[src/rtl/lsu_pkg.sv]
// Shared encodings for the load/store unit: access sizes, FSM states, and the alignment/size legality check.
package lsu_pkg;

  localparam logic [1:0] SIZE_BYTE = 2'b00;
  localparam logic [1:0] SIZE_HALF = 2'b01;
  localparam logic [1:0] SIZE_WORD = 2'b10;

  typedef enum logic [1:0] {
    IDLE  = 2'd0,
    READ  = 2'd1,
    WRITE = 2'd2,
    RESP  = 2'd3
  } lsu_state_e;

  // True for the reserved size and for halves/words not naturally aligned.
  function automatic logic is_bad_access(input logic [1:0] size, input logic [1:0] addr_lo);
    logic bad;
    case (size)
      SIZE_BYTE: bad = 1'b0;
      SIZE_HALF: bad = addr_lo[0];
      SIZE_WORD: bad = (addr_lo != 2'b00);
      default:   bad = 1'b1;
    endcase
    return bad;
  endfunction

endpackage

[src/rtl/lsu_align.sv]
// Combinational lane logic: picks and extends the addressed byte/half of a read word for loads,
// and splices store data into the addressed lane of a read word for sub-word stores.
module lsu_align
  import lsu_pkg::*;
(
  input  logic [1:0]  size_i,
  input  logic        unsigned_i,
  input  logic [1:0]  addr_lo_i,
  input  logic [31:0] rdata_i,
  input  logic [31:0] wdata_i,
  output logic [31:0] load_data_o,
  output logic [31:0] merge_data_o
);

  logic [7:0]  byte_sel;
  logic [15:0] half_sel;

  always_comb begin
    byte_sel = 8'h00;
    case (addr_lo_i)
      2'd0:    byte_sel = rdata_i[7:0];
      2'd1:    byte_sel = rdata_i[15:8];
      2'd2:    byte_sel = rdata_i[23:16];
      default: byte_sel = rdata_i[31:24];
    endcase
    half_sel = addr_lo_i[1] ? rdata_i[31:16] : rdata_i[15:0];
  end

  always_comb begin
    load_data_o = rdata_i;
    case (size_i)
      SIZE_BYTE: load_data_o = {{24{~unsigned_i & byte_sel[7]}}, byte_sel};
      SIZE_HALF: load_data_o = {{16{~unsigned_i & half_sel[15]}}, half_sel};
      default:   load_data_o = rdata_i;
    endcase
  end

  // Untouched lanes come straight from the read word so they survive bit-exactly.
  always_comb begin
    merge_data_o = rdata_i;
    case (size_i)
      SIZE_BYTE: begin
        case (addr_lo_i)
          2'd0:    merge_data_o[7:0]   = wdata_i[7:0];
          2'd1:    merge_data_o[15:8]  = wdata_i[7:0];
          2'd2:    merge_data_o[23:16] = wdata_i[7:0];
          default: merge_data_o[31:24] = wdata_i[7:0];
        endcase
      end
      SIZE_HALF: begin
        if (addr_lo_i[1]) merge_data_o[31:16] = wdata_i[15:0];
        else              merge_data_o[15:0]  = wdata_i[15:0];
      end
      default: merge_data_o = wdata_i;
    endcase
  end

endmodule

[src/rtl/load_store_unit.sv]
// Data-memory initiator: one request in flight; load/SW 2 cycles, SB/SH 3 (read-modify-write), fault 1.
// reqReady only in IDLE. Optional LSU_BOUNDS_CHECK_EN adds an out-of-range fault against MEM_BYTES.
module load_store_unit
  import lsu_pkg::*;
#(
  parameter int MEM_BYTES = 65536
) (
  input  logic        clk,
  input  logic        reset,
  input  logic        reqValid,
  output logic        reqReady,
  input  logic        reqWrite,
  input  logic [1:0]  reqSize,
  input  logic        reqUnsigned,
  input  logic [31:0] reqAddr,
  input  logic [31:0] reqWData,
  output logic        rspValid,
  output logic [31:0] rspData,
  output logic        rspFault,
  output logic        MemRead,
  output logic        MemWrite,
  output logic [31:0] address,
  output logic [31:0] writeData,
  input  logic [31:0] readData
);

  lsu_state_e  state_q;
  logic        write_q;
  logic [1:0]  size_q;
  logic        unsigned_q;
  logic [1:0]  addr_lo_q;
  logic [31:0] wdata_q;
  logic [31:0] rsp_data_q;
  logic        rsp_fault_q;
  logic [31:0] address_q;
  logic [31:0] write_data_q;

  logic        req_fault;
  logic [31:0] load_data;
  logic [31:0] merge_data;

`ifdef LSU_BOUNDS_CHECK_EN
  localparam logic [31:0] LAST_WORD = 32'(MEM_BYTES - 4);
  assign req_fault = is_bad_access(reqSize, reqAddr[1:0]) ||
                     ({reqAddr[31:2], 2'b00} > LAST_WORD);
`else
  assign req_fault = is_bad_access(reqSize, reqAddr[1:0]);
`endif

  lsu_align u_align (
    .size_i       (size_q),
    .unsigned_i   (unsigned_q),
    .addr_lo_i    (addr_lo_q),
    .rdata_i      (readData),
    .wdata_i      (wdata_q),
    .load_data_o  (load_data),
    .merge_data_o (merge_data)
  );

  always_ff @(posedge clk) begin
    if (reset) begin
      state_q      <= IDLE;
      write_q      <= 1'b0;
      size_q       <= SIZE_BYTE;
      unsigned_q   <= 1'b0;
      addr_lo_q    <= 2'b00;
      wdata_q      <= 32'h0;
      rsp_data_q   <= 32'h0;
      rsp_fault_q  <= 1'b0;
      address_q    <= 32'h0;
      write_data_q <= 32'h0;
    end else begin
      case (state_q)
        IDLE: begin
          if (reqValid) begin
            write_q     <= reqWrite;
            size_q      <= reqSize;
            unsigned_q  <= reqUnsigned;
            addr_lo_q   <= reqAddr[1:0];
            wdata_q     <= reqWData;
            rsp_data_q  <= 32'h0;
            rsp_fault_q <= req_fault;
            if (req_fault) begin
              state_q <= RESP;
            end else begin
              address_q <= {reqAddr[31:2], 2'b00};
              if (reqWrite && reqSize == SIZE_WORD) begin
                write_data_q <= reqWData;
                state_q      <= WRITE;
              end else begin
                state_q <= READ;
              end
            end
          end
        end
        READ: begin
          if (write_q) begin
            write_data_q <= merge_data;
            state_q      <= WRITE;
          end else begin
            rsp_data_q <= load_data;
            state_q    <= RESP;
          end
        end
        WRITE:   state_q <= RESP;
        default: state_q <= IDLE;
      endcase
    end
  end

  assign reqReady  = (state_q == IDLE);
  assign rspValid  = (state_q == RESP);
  assign rspData   = rsp_data_q;
  assign rspFault  = rsp_fault_q;
  assign MemRead   = (state_q == READ);
  // A reset landing on the WRITE cycle must not let the stale word reach memory.
  assign MemWrite  = (state_q == WRITE) && !reset;
  assign address   = address_q;
  assign writeData = write_data_q;

endmodule
[config.mk]
export PLATFORM = sky130hd
export DESIGN_NAME = load_store_unit
export DESIGN_NICKNAME = d
export VERILOG_FILES = /design/src/rtl/lsu_pkg.sv /design/src/rtl/lsu_align.sv /design/src/rtl/load_store_unit.sv
export SDC_FILE = /design/constraint.sdc
export NUM_CORES = 1
export LEC_CHECK = 0
export BUFFER_PORTS_ARGS = -buffer_cell sky130_fd_sc_hd__clkbuf_2
export CELL_PAD_IN_SITES_DETAIL_PLACEMENT = 1
export CELL_PAD_IN_SITES_GLOBAL_PLACEMENT = 2
export CORE_ASPECT_RATIO = 1.2
export CORE_MARGIN = 4
export CORE_UTILIZATION = 25
export CTS_CLUSTER_DIAMETER = 200
export DETAILED_ROUTE_END_ITERATION = 8
export PLACE_DENSITY_LB_ADDON = 0.1
export SYNTH_ARGS = -nofsm -noshare
export SYNTH_HDL_FRONTEND = slang
export SYNTH_HIERARCHICAL = 1
export SYNTH_SLANG_ARGS = --single-unit
[constraint.sdc]
create_clock -name clk -period 2.5 [get_ports clk]
set_clock_uncertainty 0.1 [all_clocks]
set_input_delay 0.125 -clock clk [delete_from_list [all_inputs] [get_ports clk]]
set_output_delay 0.125 -clock clk [all_outputs]
set_load 0.005 [all_outputs]
### Yosys cells after proc, flatten, opt, wreduce, memory -nomap -nowiden

Cells that the tools add are included.

* bits in registers: 135
* latch bits: 0
* RAM bits: 0
* ROM bits: 0
* input port bits: 103
* output and inout port bits: 101
* word-level logic and storage cells: 65
* memories: 0

* add/sub/neg operators: 0
* multipliers: 0
* div/mod/pow operators: 0
* $lt $le $gt $ge: 0
* equality and inequality tests: 13
* shifts and indexed selects: 0
* muxes and demuxes: 24
* bitwise logic cells: 4
* reductions and logical operators: 14

Operator list (count)
* 32-bit one-hot mux with 2 select lines: 4
* 32-bit 2-to-1 mux: 6
* 16-bit 2-to-1 mux: 3
* 8-bit 2-to-1 mux: 4
* 8-bit one-hot mux with 3 select lines: 1
* 2-bit by 1-bit equality test with 1-bit output, second input constant: 4
* 2-bit equality test, second input constant: 4
* 2-bit logical NOT: 4
* 2-bit 2-to-1 mux: 3
* 2-bit inequality test, second input constant: 3
* 2-bit one-hot mux with 3 select lines: 1
* 3-bit AND reduction: 2
* 5-bit AND reduction: 1
* 2-bit by 1-bit inequality test with 1-bit output, second input constant: 2
* 2-bit nonzero test: 2
* 1-bit one-hot mux with 3 select lines: 1
* 3-bit OR reduction: 1
* 1-bit bitwise AND: 2
* 1-bit logical AND: 2
* 1-bit NOT: 2
* 2-bit AND reduction: 1
* 1-bit logical NOT: 1
* 1-bit 2-to-1 mux: 1

### Longest topological paths before layout

* depth after elaboration: 6
* gate-level depth with buffers: 9
* depth with buffers taken out: 7

### Modules after synthesis

The synthesis kept the hierarchy.

Modules (own cells, without submodules)
* load_store_unit: instances 1, cells an instance 604, area an instance 5047.3 sq um, seq. area each 2702.6 sq um
* lsu_align: instances 1, cells an instance 251, area an instance 1928.1 sq um, seq. area each 0.0 sq um

### Worst setup path before layout

Ideal clock, no wire load.

* path type: flip-flop to flip-flop
* start: register state_q[0]
* end: register rsp_data_q[23] (netlist: rspData[23])
* library setup time: 0.128 ns
* arrival: 1.785 ns
* data required time: 2.272 ns
* path slack: 0.488 ns
* cell stages (with the launch flop): 10
* buffers on the path: 3
* clock period less this slack: 2.012 ns
* cell sequence: dfxtp_1 -> inv_1 -> ha_1 -> clkbuf_1 -> nor2b_1 -> or3b_1 -> clkbuf_1 -> buf_2 -> a22oi_1 -> nor2_1

* longest elaborated chain between the ends: 3
* elaborated cells between the ends (all ways): 7
* classes of those cells: 3 x eq/ne; 1 x mux; 3 x reduce/logical

RTL lines
* start, declared: line load_store_unit.sv:27 `lsu_state_e state_q;`
* start signal, assigned: line load_store_unit.sv:62 `state_q <= IDLE;`
* start signal, assigned: line load_store_unit.sv:84 `state_q <= RESP;`
* start signal, assigned: line load_store_unit.sv:89 `state_q <= WRITE;`
* 2-bit logical NOT *
* net reqReady: line load_store_unit.sv:11 `output logic reqReady,`
* 2-bit inequality test (no line) or 2-bit nonzero test (tied branches)
* 3-bit AND reduction (no line)
* end signal, assigned: line load_store_unit.sv:101 `rsp_data_q <= load_data;`
* end, declared: line load_store_unit.sv:33 `logic [31:0] rsp_data_q;`

The timed path passes the listed nets; every way through them passes the cells marked *.
A chain may end at the register's enable or synchronous reset.

### Final worst setup path

* start: register state_q[0]
* end: register write_data_q[9] (netlist: writeData[9])

* longest elaborated chain between the ends: 3
* elaborated cells between the ends (all ways): 9
* classes of those cells: 5 x eq/ne; 1 x mux; 3 x reduce/logical

RTL lines
* 2-bit by 1-bit equality test with 1-bit output or 2-bit logical NOT (tied branches): line load_store_unit.sv:73 `case (state_q)`
* 2-bit by 1-bit inequality test with 1-bit output (no line), or another cell as far along
* 5-bit AND reduction (no line)
* end signal, assigned: line load_store_unit.sv:88 `write_data_q <= reqWData;`
* end signal, assigned: line load_store_unit.sv:98 `write_data_q <= merge_data;`
* end, declared: line load_store_unit.sv:36 `logic [31:0] write_data_q;`

Several ways; a longest one is shown, not always the timed one.

==> run metrics <==
GRT Overall Usage=0.189; grt ovf=0; crit path kind=register to register; hpwl dp=~22000 um; Cell Area, Synth=around 0.0070 mm2; worst hold path depth=4; post-synthesis sequential area ratio=0.387; I/O Pins=204; WL per Instance=around 20 um; Setup violations, final=0; Synth area leaders=dfxtp_1 (39%), nand2_1 (9.0%), a21oi_1 (7.5%); r2r worst-path depth=7; reg2reg end=writeData[9]; total power=approximately 8.6 mW; Lkg Pwr=slightly below 4 nW; Commonest cells post-synth=nand2_1 (167), dfxtp_1 (135), a21oi_1 (105), a22oi_1 (65), clkbuf_1 (47); CTS resizes=0; antenna-violating nets left=0; ant diodes=0; Worst-Skew Late Latency=0.43 ns; CP Capture Type=register; async set-reset flop share out of synthesis=0; H-tree depth=4; Yosys cell types=just over 50; layout cells sized above 1=0.271; Rows=66; max-cap violation count=0; M1 WL=12900 um; status=finished, final reports clean; Post-CTS Setup Inserts=0; Clock Tree Root=clkbuf_16; Worst Path Arrival=2.50 ns; drt via density=about 4.9; starting density of the core=0.255; Post-route DRC=0; crit path max fanout=21; vias in the first global route=between 7000 and 8000; Detailed Route WL=between 20000 and 30000 um; Reg clk slew, reported paths=0.06 ns; largest net degree at the start of global routing=between 50 and 60; R2R setup slack=between 0.2 and 0.3 ns; Critical Path RT=roughly 2.8 ns; Port Buffers=201; Relative slew margins=0.175; Pre-antenna DRT Iters=4; Max IR drop VDD=0.477 mV; DR vias=7232; first-pass GRT wire length=45300 um; worst hold endpoint=state_q[0]; CTS Buf Count=17; met3 WL=roughly 1300 um; CP startpoint kind=register; die extent in x=~160 um; Clock Tree Buf Depth=2; top routing layer in use=met5; Buf+Inv Stages, Crit Path=2; hold crit path type=primary input to register; most common cell in the netlist=nand2_1; synth warn=6; initial antenna violation count=1; register bit total from synthesis=about 140; CTS Sinks=135; Levels on crit path=7; Hold WS=a little under 0.04 ns; Top FF cell, synth=dfxtp_1; number of synthesized flops with an enable pin=0; Setup TNS=0 ns; Die Span Y=191 um; slowest cell on the critical path=ha_1; 1st-iter DRT viols=334; CP top delay family=compound AO/OA/AOI/OAI gates; top cell type by total area after synthesis=dfxtp_1; die area=about 0.03 mm2; Mapped Cells=about 860; fmax=between 400 and 500 MHz; Placeable Area=around 0.027 mm2; average cell area after synthesis=8.16 um2; Area Overhead vs Synth=38.8%; gpl congestion=0.787; WL met2=about 14000 um; Final nets=around 1200; Cell Chain, Critical Path=inv_1 -> ha_1 -> nand2_1 -> o41ai_4 -> buf_4 -> a22oi_1 -> a21oi_1; Tcrit/Tclk final=0.897; CTS tree=built; Slew Viols, Final=0; Final min period=about 2.2 ns; CP peak stage delay=around 0.38 ns; RSZ-0062 raised after global routing=false; HP Start=reqValid; Reg2Reg Launch Point=state_q[0]; Final Hold Fails=0; Tightest Pin Transition=1.24 ns; top-area cell type share of the netlist area=0.387; Cell Pwr Density=around 890 mW/mm2
[metal layers]
| layer | vias to the layer above | track usage |
|---|---|---|
| li1 | 3532 | - |
| met5 | - | 0 |
| met4 | 2 | 0.0579 |
| met3 | 30 | 0.0431 |
| met1 | 3488 | 0.233 |
| met2 | 180 | 0.330 |
[repair_timing]
action,4_1_cts,5_1_grt
endpoints found under the setup margin,0,0
hold buffers,68,0
endpoints found under the hold margin,101,0
[tightest hold or removal path: cells and delay by family]
| family | cells | cell delay (ns) |
|---|---|---|
| buffers and inverters | 1 | 0.13 |
| and+or+nand+nor | 1 | 0.06 |
| AOI/OAI and AO/OA | 2 | 0.20 |
[cells by family after synthesis]
kind of cell    synth area share
flops                      0.387
fa+ha+maj                0.00718
compound gates             0.271
other cells             0.000538
buf+inv                   0.0628
simple gates               0.186
mux                       0.0850
[worst max path at each step]
| stage | slack [ns] | to | startpoint |
|---|---|---|---|
| 6_report | 0.26 | writeData[9] | state_q[0] |
| 5_1_grt | 0.03 | writeData[16] | state_q[0] |
| 4_1_cts | 0.21 | writeData[9] | state_q[0] |
| 3_5_place_dp | 0.24 | writeData[9] | state_q[0] |
| 3_3_place_gp | 0.30 | writeData[15] | state_q[0] |
| 2_1_floorplan | 0.49 | rspData[23] | state_q[0] |
[stage by stage]
stage / std cells / utilization / setup slack [ns] / cell area, um2
2_1_floorplan: 856 / - / 0.488 / 6980
3_3_place_gp: 1384 / 0.307 / 0.305 / 8390
3_5_place_dp: 1384 / 0.307 / 0.237 / 8390
4_1_cts: 1484 / 0.354 / 0.213 / 9680
5_1_grt: 1484 / 0.354 / 0.0315 / 9680
6_report: 1484 / 0.354 / 0.256 / 9680
[sequential cells by signal, summed over array words and instances (netlist names)]
name	count
addr_lo_q	2
address	30
rspData	32
rspFault	1
size_q	2
state_q	2
unsigned_q	1
wdata_q	32
writeData	32
write_q	1
[final cells by class]
cell class	count	area, um2
fill	3281	17700
clock buffer	18	439
clock inverter	14	173
sequential	135	2710
inverter	8	30.0
multi-input combinational	632	3860
timing repair buffer	303	2010
tap	374	468
[power by group]
group	switching, mW	internal, mW	total [mW]
clock network	1.05	1.60	2.65
logic	1.98	1.25	3.23
registers	0.270	2.44	2.71
total	3.30	5.30	8.60
[cells in the final DEF, fill, tap and decap left out, drive strengths merged, types with 11 or more instances in the layout]
master,count
o221ai,17
nor2b,35
clkbuf,218
o21ai,45
nor2,46
nand2,168
o22ai,24
dfxtp,135
a21oi,105
a22oi,65
buf,35
inv,11
mux2i,33
dlygate4sd3,68
Note: power is estimated with default switching activity, not from simulation.
